<file path="config.mk">
export PLATFORM = sky130hd
export DESIGN_NAME = n_clic_arbiter
export DESIGN_NICKNAME = d
export VERILOG_FILES = /design/src/rtl/n_clic_arbiter.sv
export SDC_FILE = /design/constraint.sdc
export NUM_CORES = 1
export LEC_CHECK = 0
export ABC_AREA = 1
export ABC_CLOCK_PERIOD_IN_PS = 15200
export BUFFER_PORTS_ARGS = -buffer_cell sky130_fd_sc_hd__buf_2
export CORE_ASPECT_RATIO = 1.1
export CORE_MARGIN = 5
export CORE_UTILIZATION = 30
export DETAILED_ROUTE_END_ITERATION = 6
export PLACE_DENSITY = 0.47
export SLEW_MARGIN = 5
export SYNTH_ARGS = -nofsm -noshare
export SYNTH_HDL_FRONTEND = slang
export SYNTH_SLANG_ARGS = --single-unit
</file>
<file path="constraint.sdc">
create_clock -name clk -period 15.2 [get_ports clk]
set_input_delay 0.76 -clock clk [delete_from_list [all_inputs] [get_ports clk]]
set_output_delay 0.76 -clock clk [all_outputs]
set_load 0.1 [all_outputs]
</file>
<file path="src/rtl/n_clic_arbiter.sv">
// N-CLIC interrupt arbiter: latches source edges, picks the best enabled pending
// source above the current level, hands it to the core and tracks nesting levels.
module n_clic_arbiter #(
    parameter int unsigned VecSize    = 8,
    parameter int unsigned PrioWidth  = 3,
    parameter int unsigned StackDepth = 4
) (
    input  logic                              clk,
    input  logic                              reset,
    input  logic [VecSize-1:0]                irq_i,
    input  logic                              cfg_we,
    input  logic [$clog2(VecSize)-1:0]        cfg_idx,
    input  logic [PrioWidth-1:0]              cfg_prio,
    input  logic                              cfg_en,
    output logic                              take_req,
    output logic [$clog2(VecSize)-1:0]        take_id,
    output logic [PrioWidth-1:0]              take_level,
    input  logic                              take_ack,
    input  logic                              mret_i,
    output logic [PrioWidth-1:0]              level_o,
    output logic [$clog2(StackDepth+1)-1:0]   depth_o,
    output logic                              err_o
);

    localparam int unsigned IdxW   = $clog2(VecSize);
    localparam int unsigned DepthW = $clog2(StackDepth + 1);
    localparam int unsigned SpW    = (StackDepth > 1) ? $clog2(StackDepth) : 1;

    typedef enum logic {
        S_IDLE = 1'b0,
        S_REQ  = 1'b1
    } state_t;

    state_t state_q, state_d;

    logic [VecSize-1:0]   irq_q;
    logic [VecSize-1:0]   pend_q;
    logic [VecSize-1:0]   en_q;
    logic [VecSize-1:0]   irq_rise;
    logic [VecSize-1:0]   pend_clr;
    logic [PrioWidth-1:0] prio_q  [VecSize];
    logic [PrioWidth-1:0] stack_q [StackDepth];

    logic                 cand_found;
    logic                 cand_valid;
    logic [IdxW-1:0]      cand_id;
    logic [PrioWidth-1:0] cand_prio;

    logic                 req_d;
    logic [IdxW-1:0]      id_d;
    logic [PrioWidth-1:0] tlvl_d;
    logic [PrioWidth-1:0] level_d;
    logic [DepthW-1:0]    depth_d;
    logic                 err_d;
    logic                 push;
    logic [SpW-1:0]       push_idx;
    logic [PrioWidth-1:0] push_level;
    logic [PrioWidth-1:0] pop_level;

    assign irq_rise = irq_i & ~irq_q;

    // Highest priority wins; strict compare keeps the lowest index on a tie.
    always_comb begin
        cand_found = 1'b0;
        cand_id    = '0;
        cand_prio  = '0;
        for (int i = 0; i < VecSize; i++) begin
            if (pend_q[i] && en_q[i] && (prio_q[i] > level_o) &&
                (!cand_found || (prio_q[i] > cand_prio))) begin
                cand_found = 1'b1;
                cand_id    = IdxW'(i);
                cand_prio  = prio_q[i];
            end
        end
    end

    assign cand_valid = cand_found && (depth_o < DepthW'(StackDepth));
    assign pop_level  = stack_q[SpW'(depth_o - DepthW'(1))];

    // Next state: mret pop is resolved first so a same-cycle ack pushes the popped level.
    always_comb begin
        state_d    = state_q;
        req_d      = take_req;
        id_d       = take_id;
        tlvl_d     = take_level;
        level_d    = level_o;
        depth_d    = depth_o;
        err_d      = err_o;
        push       = 1'b0;
        push_idx   = '0;
        push_level = '0;
        pend_clr   = '0;

        if (mret_i) begin
            if (depth_o != '0) begin
                level_d = pop_level;
                depth_d = depth_o - DepthW'(1);
            end else begin
                level_d = '0;
                err_d   = 1'b1;
            end
        end

        unique case (state_q)
            S_IDLE: begin
                if (cand_valid) begin
                    state_d = S_REQ;
                    req_d   = 1'b1;
                    id_d    = cand_id;
                    tlvl_d  = cand_prio;
                end
            end
            S_REQ: begin
                if (take_ack) begin
                    push              = 1'b1;
                    push_idx          = SpW'(depth_d);
                    push_level        = level_d;
                    level_d           = take_level;
                    depth_d           = depth_d + DepthW'(1);
                    pend_clr[take_id] = 1'b1;
                    req_d             = 1'b0;
                    state_d           = S_IDLE;
                end
            end
            default: state_d = S_IDLE;
        endcase
    end

    always_ff @(posedge clk or negedge reset) begin
        if (!reset) begin
            state_q    <= S_IDLE;
            take_req   <= 1'b0;
            take_id    <= '0;
            take_level <= '0;
            level_o    <= '0;
            depth_o    <= '0;
            err_o      <= 1'b0;
        end else begin
            state_q    <= state_d;
            take_req   <= req_d;
            take_id    <= id_d;
            take_level <= tlvl_d;
            level_o    <= level_d;
            depth_o    <= depth_d;
            err_o      <= err_d;
        end
    end

    // Source state and level stack; a new edge beats a same-cycle clear.
    always_ff @(posedge clk or negedge reset) begin
        if (!reset) begin
            irq_q  <= '0;
            pend_q <= '0;
            en_q   <= '0;
            for (int i = 0; i < VecSize; i++) begin
                prio_q[i] <= '0;
            end
            for (int j = 0; j < StackDepth; j++) begin
                stack_q[j] <= '0;
            end
        end else begin
            irq_q  <= irq_i;
            pend_q <= (pend_q & ~pend_clr) | irq_rise;
            if (cfg_we) begin
                prio_q[cfg_idx] <= cfg_prio;
                en_q[cfg_idx]   <= cfg_en;
            end
            if (push) begin
                stack_q[push_idx] <= push_level;
            end
        end
    end

endmodule

</file>
Word level (Yosys, flattened, before mapping). Cells that the tools add are included. W data, S select, Z words.

Register bits: 75. Input bits: 20. Output and inout port bits: 14. Word-level logic and storage cells: 166.

Add/sub/neg operators: 2. $lt $le $gt $ge: 25. Eq/ne operators: 2. Muxes and demuxes: 59. Bitwise logic cells: 10. Reductions and logical operators: 46.

Operators with widths (number): $mux W3 (27); $gt A3 B3 Y1 (15); $logic_and A1 B1 Y1 (28); $bwmux W24 (1); $mux W1 (17); $and A8 B8 Y8 (2); $mux W8 (2); $not A8 Y8 (2); $bwmux W12 (1); $demux W3 S3 (1); $bwmux W8 (1); $lt A3 B4 Y1 const B (2); $or A8 B8 Y8 (1); $logic_not A1 Y1 (7); $logic_or A1 B1 Y1 (7); $bmux W3 S2 (1); $demux W1 S3 (2); $demux W3 S2 (1); $ge A3 B1 Y1 const B (2); $ge A3 B3 Y1 const B (2); $mux W2 (3); $not A2 Y3 (2); $reduce_and A2 Y1 (3); $ge A4 B4 Y1 const B (1); other kinds (10) (13).

Longest topological paths before layout. Gate-level depths: netlist of run 1.

Word-level depth: 34. Depth in mapped cells: 73. Mapped depth without buffers: 73.

Least setup slack after synthesis of run 1. No wires, ideal clock.

Kind: register to register. Start point: register level_o[2]. End point: register take_level[0]. Library setup time: 0.068 ns. Data arrival time: 8.629 ns. Required time: 15.132 ns. Slack: 6.503 ns. Cell stages (with the launch flop): 71. Buffers on the path: 0. Clock period less this slack: 8.697 ns. Path through: dfrtp_1 -> inv_1 -> ha_1 -> nand2_1 -> nor2_1 -> nor2_1 -> nor2_2 -> nand2_1 -> ha_1 -> nand3b_1 -> nand2_1 -> nand2_1 -> nand2_1 -> nand2_2 -> nand2_1 -> nand2_1 -> ha_1 -> nand2_1 -> [35 not listed] -> o21ai_0 -> nand2_1 -> o21ai_0 -> nand2_1 -> nand3_1 -> and2_1 -> ha_1 -> a21oi_1 -> o21ai_0 -> nand2_1 -> nand2_1 -> nand2_2 -> clkinv_1 -> nand2_1 -> nand2_1 -> inv_1 -> nand2_1 -> nand2_1.

Longest elaborated chain between the ends: 33. Elaborated cells between the ends (all ways): 62. Classes of those cells: 15 x order compare; 16 x mux; 31 x reduce/logical.

Ends and longest elaborated chain: start: declaration (line 20) `output logic [PrioWidth-1:0] level_o,`; start signal: assignment (line 143) `level_o <= level_d;`; $gt A3 B3 Y1 (line 68) `if (pend_q[i] && en_q[i] && (prio_q[i] > level_o) &&`; $logic_and A1 B1 Y1 (line 68); $mux W3 or $mux W1 (tied branches) (line 68); $gt A3 B3 Y1 or $logic_not A1 Y1 (tied branches) (line 69) `(!cand_found || (prio_q[i] > cand_prio))) begin`; $logic_or A1 B1 Y1 (line 69); $logic_and A1 B1 Y1 (line 68); $mux W3 or $mux W1 (tied branches) (line 68); $gt A3 B3 Y1 or $logic_not A1 Y1 (tied branches) (line 69); [17 not listed]; $logic_and A1 B1 Y1 (line 68); $mux W3 or $mux W1 (tied branches) (line 68); $gt A3 B3 Y1 or $logic_not A1 Y1 (tied branches) (line 69); $logic_or A1 B1 Y1 (line 69); $logic_and A1 B1 Y1 (line 68); $mux W1 (line 68); $logic_and A1 B1 Y1 (line 77) `assign cand_valid = cand_found && (depth_o < DepthW'(StackDepth));`; $reduce_and A2 Y1 (no source line); end signal: assignment (line 142) `take_level <= tlvl_d;`; end: declaration (line 17) `output logic [PrioWidth-1:0] take_level,`.

Parallel ways exist; a longest one is shown, timed or not. A chain may end at the register's enable or synchronous reset.

Final worst setup path of run 1.
Start point: register level_o[2]. End point: register take_id[1].

Longest elaborated chain between the ends: 33. Elaborated cells between the ends (all ways): 67. Classes of those cells: 15 x order compare; 21 x mux; 31 x reduce/logical.

Ends and longest elaborated chain: $gt A3 B3 Y1 (line 68); $logic_and A1 B1 Y1 (line 68); $mux W3 or $mux W1 (tied branches) (line 68); $gt A3 B3 Y1 or $logic_not A1 Y1 (tied branches) (line 69); $logic_or A1 B1 Y1 (line 69); $logic_and A1 B1 Y1 (line 68); $mux W3 or $mux W1 (tied branches) (line 68); $gt A3 B3 Y1 or $logic_not A1 Y1 (tied branches) (line 69); [17 not listed]; $logic_and A1 B1 Y1 (line 68); $mux W3 or $mux W1 (tied branches) (line 68); $gt A3 B3 Y1 or $logic_not A1 Y1 (tied branches) (line 69); $logic_or A1 B1 Y1 (line 69); $logic_and A1 B1 Y1 (line 68); $mux W1 (line 68); $logic_and A1 B1 Y1 (line 77); $reduce_and A2 Y1 (no source line); end signal: assignment (line 141) `take_id <= id_d;`; end: declaration (line 16) `output logic [$clog2(VecSize)-1:0] take_id,`.

Parallel ways exist; a longest one is shown, timed or not.

==> results.sh, run 1 <==
export IMPL_run_status="finished, final reports clean"
export IMPL_pin_count=34
export IMPL_stdcell_count=825
export IMPL_setup_viol=0
export IMPL_cts_buffers=9
export IMPL_htree_levels=3
export IMPL_syn2layout_area_growth_pct=15.3
export IMPL_final_common_cell="nand2_1"
export IMPL_hold_slack_ps=412
export IMPL_fmax_ghz=0.110
export IMPL_rows=47
export IMPL_synth_area_leaders="dfrtp_1, nand2_1, ha_1"
export IMPL_cellLeakagePower_nw=2.70
export IMPL_drc=0
export IMPL_yosys_warnings=0
export IMPL_irDropWorstVdd_mv=0.165
export IMPL_clock_skew_ps=7.54
export IMPL_preCtsSetupSlack_ps=6090
export IMPL_drt_pass1_iter_count=4
export IMPL_start_kind="register"
export IMPL_fin_crit_ps=9090
export IMPL_cts_clk_slew_worst_paths_ps=60
export IMPL_slew_violations=0
export IMPL_syn_instance_count=583
export IMPL_worst_slew_margin_rel=0.300
export IMPL_path_class="register to register"
export IMPL_utilization=0.352
export IMPL_end_kind="register"
export IMPL_drive_gt1_frac=0.111
export IMPL_netlist_area_um2=4570
export IMPL_hpwl_mm=9.47
export IMPL_avgSynthCellArea_um2=7.84
export IMPL_track_usage=0.143
export IMPL_synth_top_area_frac=0.411
export IMPL_vias=3830
export IMPL_synth_top_area_cell="dfrtp_1"
export IMPL_core_area_um2=15000
export IMPL_clock_path_buffers=2
export IMPL_dp_cells=810
export IMPL_viasPerCell=4.64
export IMPL_gr_total_overflow=0
export IMPL_ys_seq_elements=75
export IMPL_nNetsFinal=694
export IMPL_rsz0062_at_grt="false"
export IMPL_antenna_found_initial=0
export IMPL_antenna_left=0
export IMPL_routedWlPerCell_um=14.5
export IMPL_initial_core_util=0.305
export IMPL_fill_cells=1621
export IMPL_root_buffer="clkbuf_16"
export IMPL_critPathMostFrequentCell="nand2_1"
export IMPL_crit_required_ps=15390
export IMPL_worstPathMaxFanout=9
export IMPL_tns_ps=0
export IMPL_grt_max_degree=76
export IMPL_synthDistinctLibCells=32
export IMPL_cts_sinks=75
export IMPL_dieHeight_um=139
export IMPL_postCtsSetupRepairBufs=0
export IMPL_maxCapViolations=0
export IMPL_clk_latency_ps=330
export IMPL_ys_seq_area_frac=0.411
export IMPL_syn_nets=652
export IMPL_cts_tree="yes"
export IMPL_portBuffers=33
export IMPL_routabilityCongestion=0.841
export IMPL_hold_viol=0
export IMPL_period_share=0.598
export IMPL_n_antenna_cell=0
export IMPL_grt_pass1_vias=3970
export IMPL_dieArea_um2=17800
export IMPL_grt_pass1_wl_mm=20.4
export IMPL_final_cell_mix="nand2_1, o21ai_0, inv_1"
export IMPL_wl_mm=12.0
export IMPL_max_stage_delay_ps=380
export IMPL_crit_path_top_delay_cell="dfrtp_1"
export IMPL_arrival_ps=9280
export IMPL_ctsHoldBuffers=0
export IMPL_tightest_slew_ps=1040
export IMPL_cts_resized_gates=0
export IMPL_power_density_nw_per_um2=235
export IMPL_setup_ws_ps=6110
export IMPL_die_w_um=128
export IMPL_drtIter0Drc=204
export IMPL_min_path_type="register to register"
## sequential cells by signal, indices dropped and copies added (netlist names)
| register | count |
|---|---|
| err_o | 1 |
| take_level | 3 |
| pend_q | 8 |
| irq_q | 8 |
| prio_q | 24 |
| state_q | 1 |
| take_req | 1 |
| level_o | 3 |
| stack_q | 12 |
| depth_o | 3 |
| take_id | 3 |
| en_q | 8 |
## cells in the mapped netlist
master      n
a311oi_1    1
o21ai_1     1
nand2_2     7
nand2_1   169
a21oi_1    15
nand4_1     1
xor2_1      1
o22ai_1     3
nor3_1      1
inv_1      76
clkinv_1    1
a21oi_2     1
clkbuf_1    2
nor3_4      1
nor3_2      2
ha_1       49
nand3b_4    1
nor2_1     21
dfrtp_1    75
xnor2_1     1
inv_2       3
a31o_2      1
and2_1      6
nand3b_1    2
nand3_1    41
o21ai_0    84
or2_1       2
and2_2      1
nand3_2     3
nor2_2      4
a211oi_1    3
o21a_1      4
## metrics by stage
step | power (W) | instance area [µm²]
2_1_floorplan | 0.000859 | 4570
3_3_place_gp | 0.00101 | 4980
3_5_place_dp | 0.00103 | 4980
4_1_cts | 0.00125 | 5270
5_1_grt | 0.00137 | 5270
6_report | 0.00124 | 5270
## worst max-delay path, delay by kind of cell (launching register included)
family | cells | cell delay [ps]
AO/OA/AOI/OAI | 12 | 1560
adder cells (fa/ha/maj) | 8 | 2420
buffers and inverters | 6 | 700
flip-flops | 1 | 380
AND/OR/NAND/NOR | 42 | 3880
## layer usage
layer,vias up,global-route usage,part of all wire
met4,0,0.0279,0.0060
met3,7,0.0257,0.017
met2,37,0.240,0.49
li1,1989,-,-
met1,1797,0.194,0.49
met5,-,0,0
## report_power, final
| part | total [W] | switching, W | internal [W] |
|---|---|---|---|
| Clock | 0.000215 | 0.0000800 | 0.000135 |
| Combinational | 0.000721 | 0.000489 | 0.000232 |
| Sequential | 0.000305 | 0.0000513 | 0.000254 |
| Total | 0.00124 | 0.000620 | 0.000621 |
## worst paths after layout
kind                             from         end  slack [ps]  cells after the start
min reg2reg                  irq_q[6]   pend_q[6]         410                      1
min                          irq_q[6]   pend_q[6]         410                      1
max                        level_o[2]  take_id[1]        6110                     68
min in group asynchronous       reset  stack_q[1]         590                      1
max in group asynchronous       reset  prio_q[12]       14000                      1
max reg2reg                level_o[2]  take_id[1]        6110                     68
## layout make-up
cell class	instances	area, µm²	share of cell area
Timing Repair Buffer	33	168	0.0318
Multi-Input combinational cell	426	2390	0.453
Clock inverter	2	35.0	0.00665
Tap cell	196	245	0.0465
Sequential cell	75	1880	0.356
Clock buffer	13	260	0.0494
Inverter	80	300	0.0570
## kinds of logic after synthesis
family          Yosys count  synth area share
simple gates            262             0.253
fa+ha+maj                49             0.134
flops                    75             0.411
xor+xnor                  2           0.00383
buf+inv                  82            0.0673
compound gates          113             0.131
No activity file was read; power rests on OpenSTA's default activity.
==> run 2, diff against run 1 <==
ABC_CLOCK_PERIOD_IN_PS = 7300   (was 15200)
PLACE_DENSITY = 0.48   (was 0.47)
clock period = 7.3 ns   (was 15.2 ns; I/O delays follow)
==> results.sh, run 2 (same netlist as run 1, synthesis figures left out) <==
export IMPL_r2r_start="level_o[2]"
export IMPL_fill_cells=1465
export IMPL_whs_endpoint="irq_q[1]"
export IMPL_grt_pass1_wl_mm=22.3
export IMPL_r2r_end="take_level[0]"
export IMPL_routabilityCongestion=0.878
export IMPL_vias=4297
export IMPL_track_usage=0.159
export IMPL_slew_violations=0
export IMPL_drc=0
export IMPL_die_w_um=128
export IMPL_hold_viol=0
export IMPL_clk_latency_ps=340
export IMPL_n_antenna_cell=0
export IMPL_drt_pass1_iter_count=5
export IMPL_syn2layout_area_growth_pct=42.4
export IMPL_regMostFlops="prio_q"
export IMPL_period_share=1.12
export IMPL_whs_path_depth=1
export IMPL_hp_start="irq_i[1]"
export IMPL_fin_crit_ps=8200
export IMPL_viasPerCell=4.71
export IMPL_routedWlPerCell_um=15.6
export IMPL_initial_core_util=0.305
export IMPL_top_regs="prio_q x24, stack_q x12"
export IMPL_worstPathMaxFanout=7
export IMPL_path_class="register to register"
export IMPL_rr_worst_depth=71
export IMPL_run_status="finished with violations"
export IMPL_final_cell_mix="nand2_1, buf_4, o21ai_0"
export IMPL_arrival_ps=8430
export IMPL_cts_tree="yes"
export IMPL_crit_start="level_o[2]"
export IMPL_rows=47
export IMPL_pin_count=34
export IMPL_maxCapViolations=0
export IMPL_gr_total_overflow=0
export IMPL_tightest_slew_ps=962
export IMPL_setup_viol=6
export IMPL_violations="negative setup slack"
export IMPL_htree_levels=3
export IMPL_dieArea_um2=17800
export IMPL_root_buffer="clkbuf_16"
export IMPL_antenna_left=0
export IMPL_cts_clk_slew_worst_paths_ps=70
export IMPL_drtIter0Drc=168
export IMPL_setup_ws_ps=-899
export IMPL_clock_path_buffers=2
export IMPL_cts_sinks=75
export IMPL_power_density_nw_per_um2=527
export IMPL_final_common_cell="nand2_1"
export IMPL_dieHeight_um=139
export IMPL_core_area_um2=15000
export IMPL_grt_max_degree=76
export IMPL_tns_ps=-5200
export IMPL_power_w=0.00343
export IMPL_grt_pass1_vias=4337
export IMPL_portBuffers=33
export IMPL_clock_skew_ps=9.04
export IMPL_antenna_found_initial=0
export IMPL_hold_slack_ps=145
export IMPL_crit_path_top_delay_cell="dfrtp_4"
export IMPL_utilization=0.434
export IMPL_critPathMostFrequentCell="nand2_2"
export IMPL_fmax_ghz=0.122
export IMPL_wl_mm=14.2
export IMPL_hpwl_mm=10.1
export IMPL_crit_required_ps=7530
export IMPL_cellLeakagePower_nw=3.21
export IMPL_worst_slew_margin_rel=0.359
export IMPL_end_kind="register"
export IMPL_start_kind="register"
export IMPL_rrSetupSlack_ps=-900
export IMPL_min_path_type="input pin to register"
export IMPL_rsz0062_at_grt="true"
export IMPL_nNetsFinal=780
export IMPL_irDropWorstVdd_mv=0.331
export IMPL_max_stage_delay_ps=420
export IMPL_cts_buffers=9
export IMPL_drive_gt1_frac=0.362
export IMPL_largest_reg_flops=24
run 2: cell count changes in the layout (fill, tap and decap cells not counted), moves of 9 or more:
cell     before  now
ha_4          0   16
inv_1        76   67
nand2_4       0   11
nand3_2       3   15
nand3_1      41   26
buf_4         1   86
o21ai_0      84   75
nand2_2       7   31
nand2_1     169  134
ha_1         49   33
run 2: what timing repair did:
item	CTS	global route
pin swaps	35	61
hold buffers	0	0
resized for setup	38	62
setup buffers	23	9
endpoints found under the setup margin	6	6
run 2: worst max path at each step:
stage                          endpoint  slack (ps)  cells past startpoint
after floorplan              take_id[1]        -600                     69
after global placement       take_id[1]        -620                     67
after detailed placement     take_id[1]        -910                     66
after CTS                 take_level[0]        -710                     71
after global routing      take_level[0]       -1400                     71
final                     take_level[0]        -900                     71
run 2: through the flow:
stage                     std cells  setup slack, ps  area (µm²)
after floorplan                 583             -598        4690
after global placement          864             -616        5500
after detailed placement        864             -909        5500
after CTS                       903             -715        6180
after global routing            912            -1400        6510
final                           912             -899        6510
run 2: critical path, delay by kind of cell, from the launching register on:
kind	cells	cell delay, ps
buf+inv	8	570
simple gates	45	3880
fa+ha+maj	8	2130
flops	1	420
compound gates	10	1100
run 2: layer usage:
| layer | vias up | share of wire | track usage |
|---|---|---|---|
| li1 | 2173 | - | - |
| met1 | 2054 | 0.44 | 0.196 |
| met5 | - | 0 | 0 |
| met4 | 0 | 0.017 | 0.0453 |
| met2 | 53 | 0.53 | 0.287 |
| met3 | 17 | 0.021 | 0.0207 |
run 2: final cells by class:
type	instances	area [µm²]	share of cell area
multi-input combinational	426	2920	0.449
clock buffer	10	239	0.0367
timing repair buffer	119	817	0.126
tap	196	245	0.0377
sequential	75	1890	0.290
clock inverter	6	88.8	0.0137
inverter	80	309	0.0475
run 2: power breakdown:
part	switching [W]	total [W]	internal, W	leakage [nW]
clock network	0.000185	0.000494	0.000309	0.155
registers	0.000101	0.000633	0.000531	0.900
logic	0.00134	0.00230	0.000966	2.16
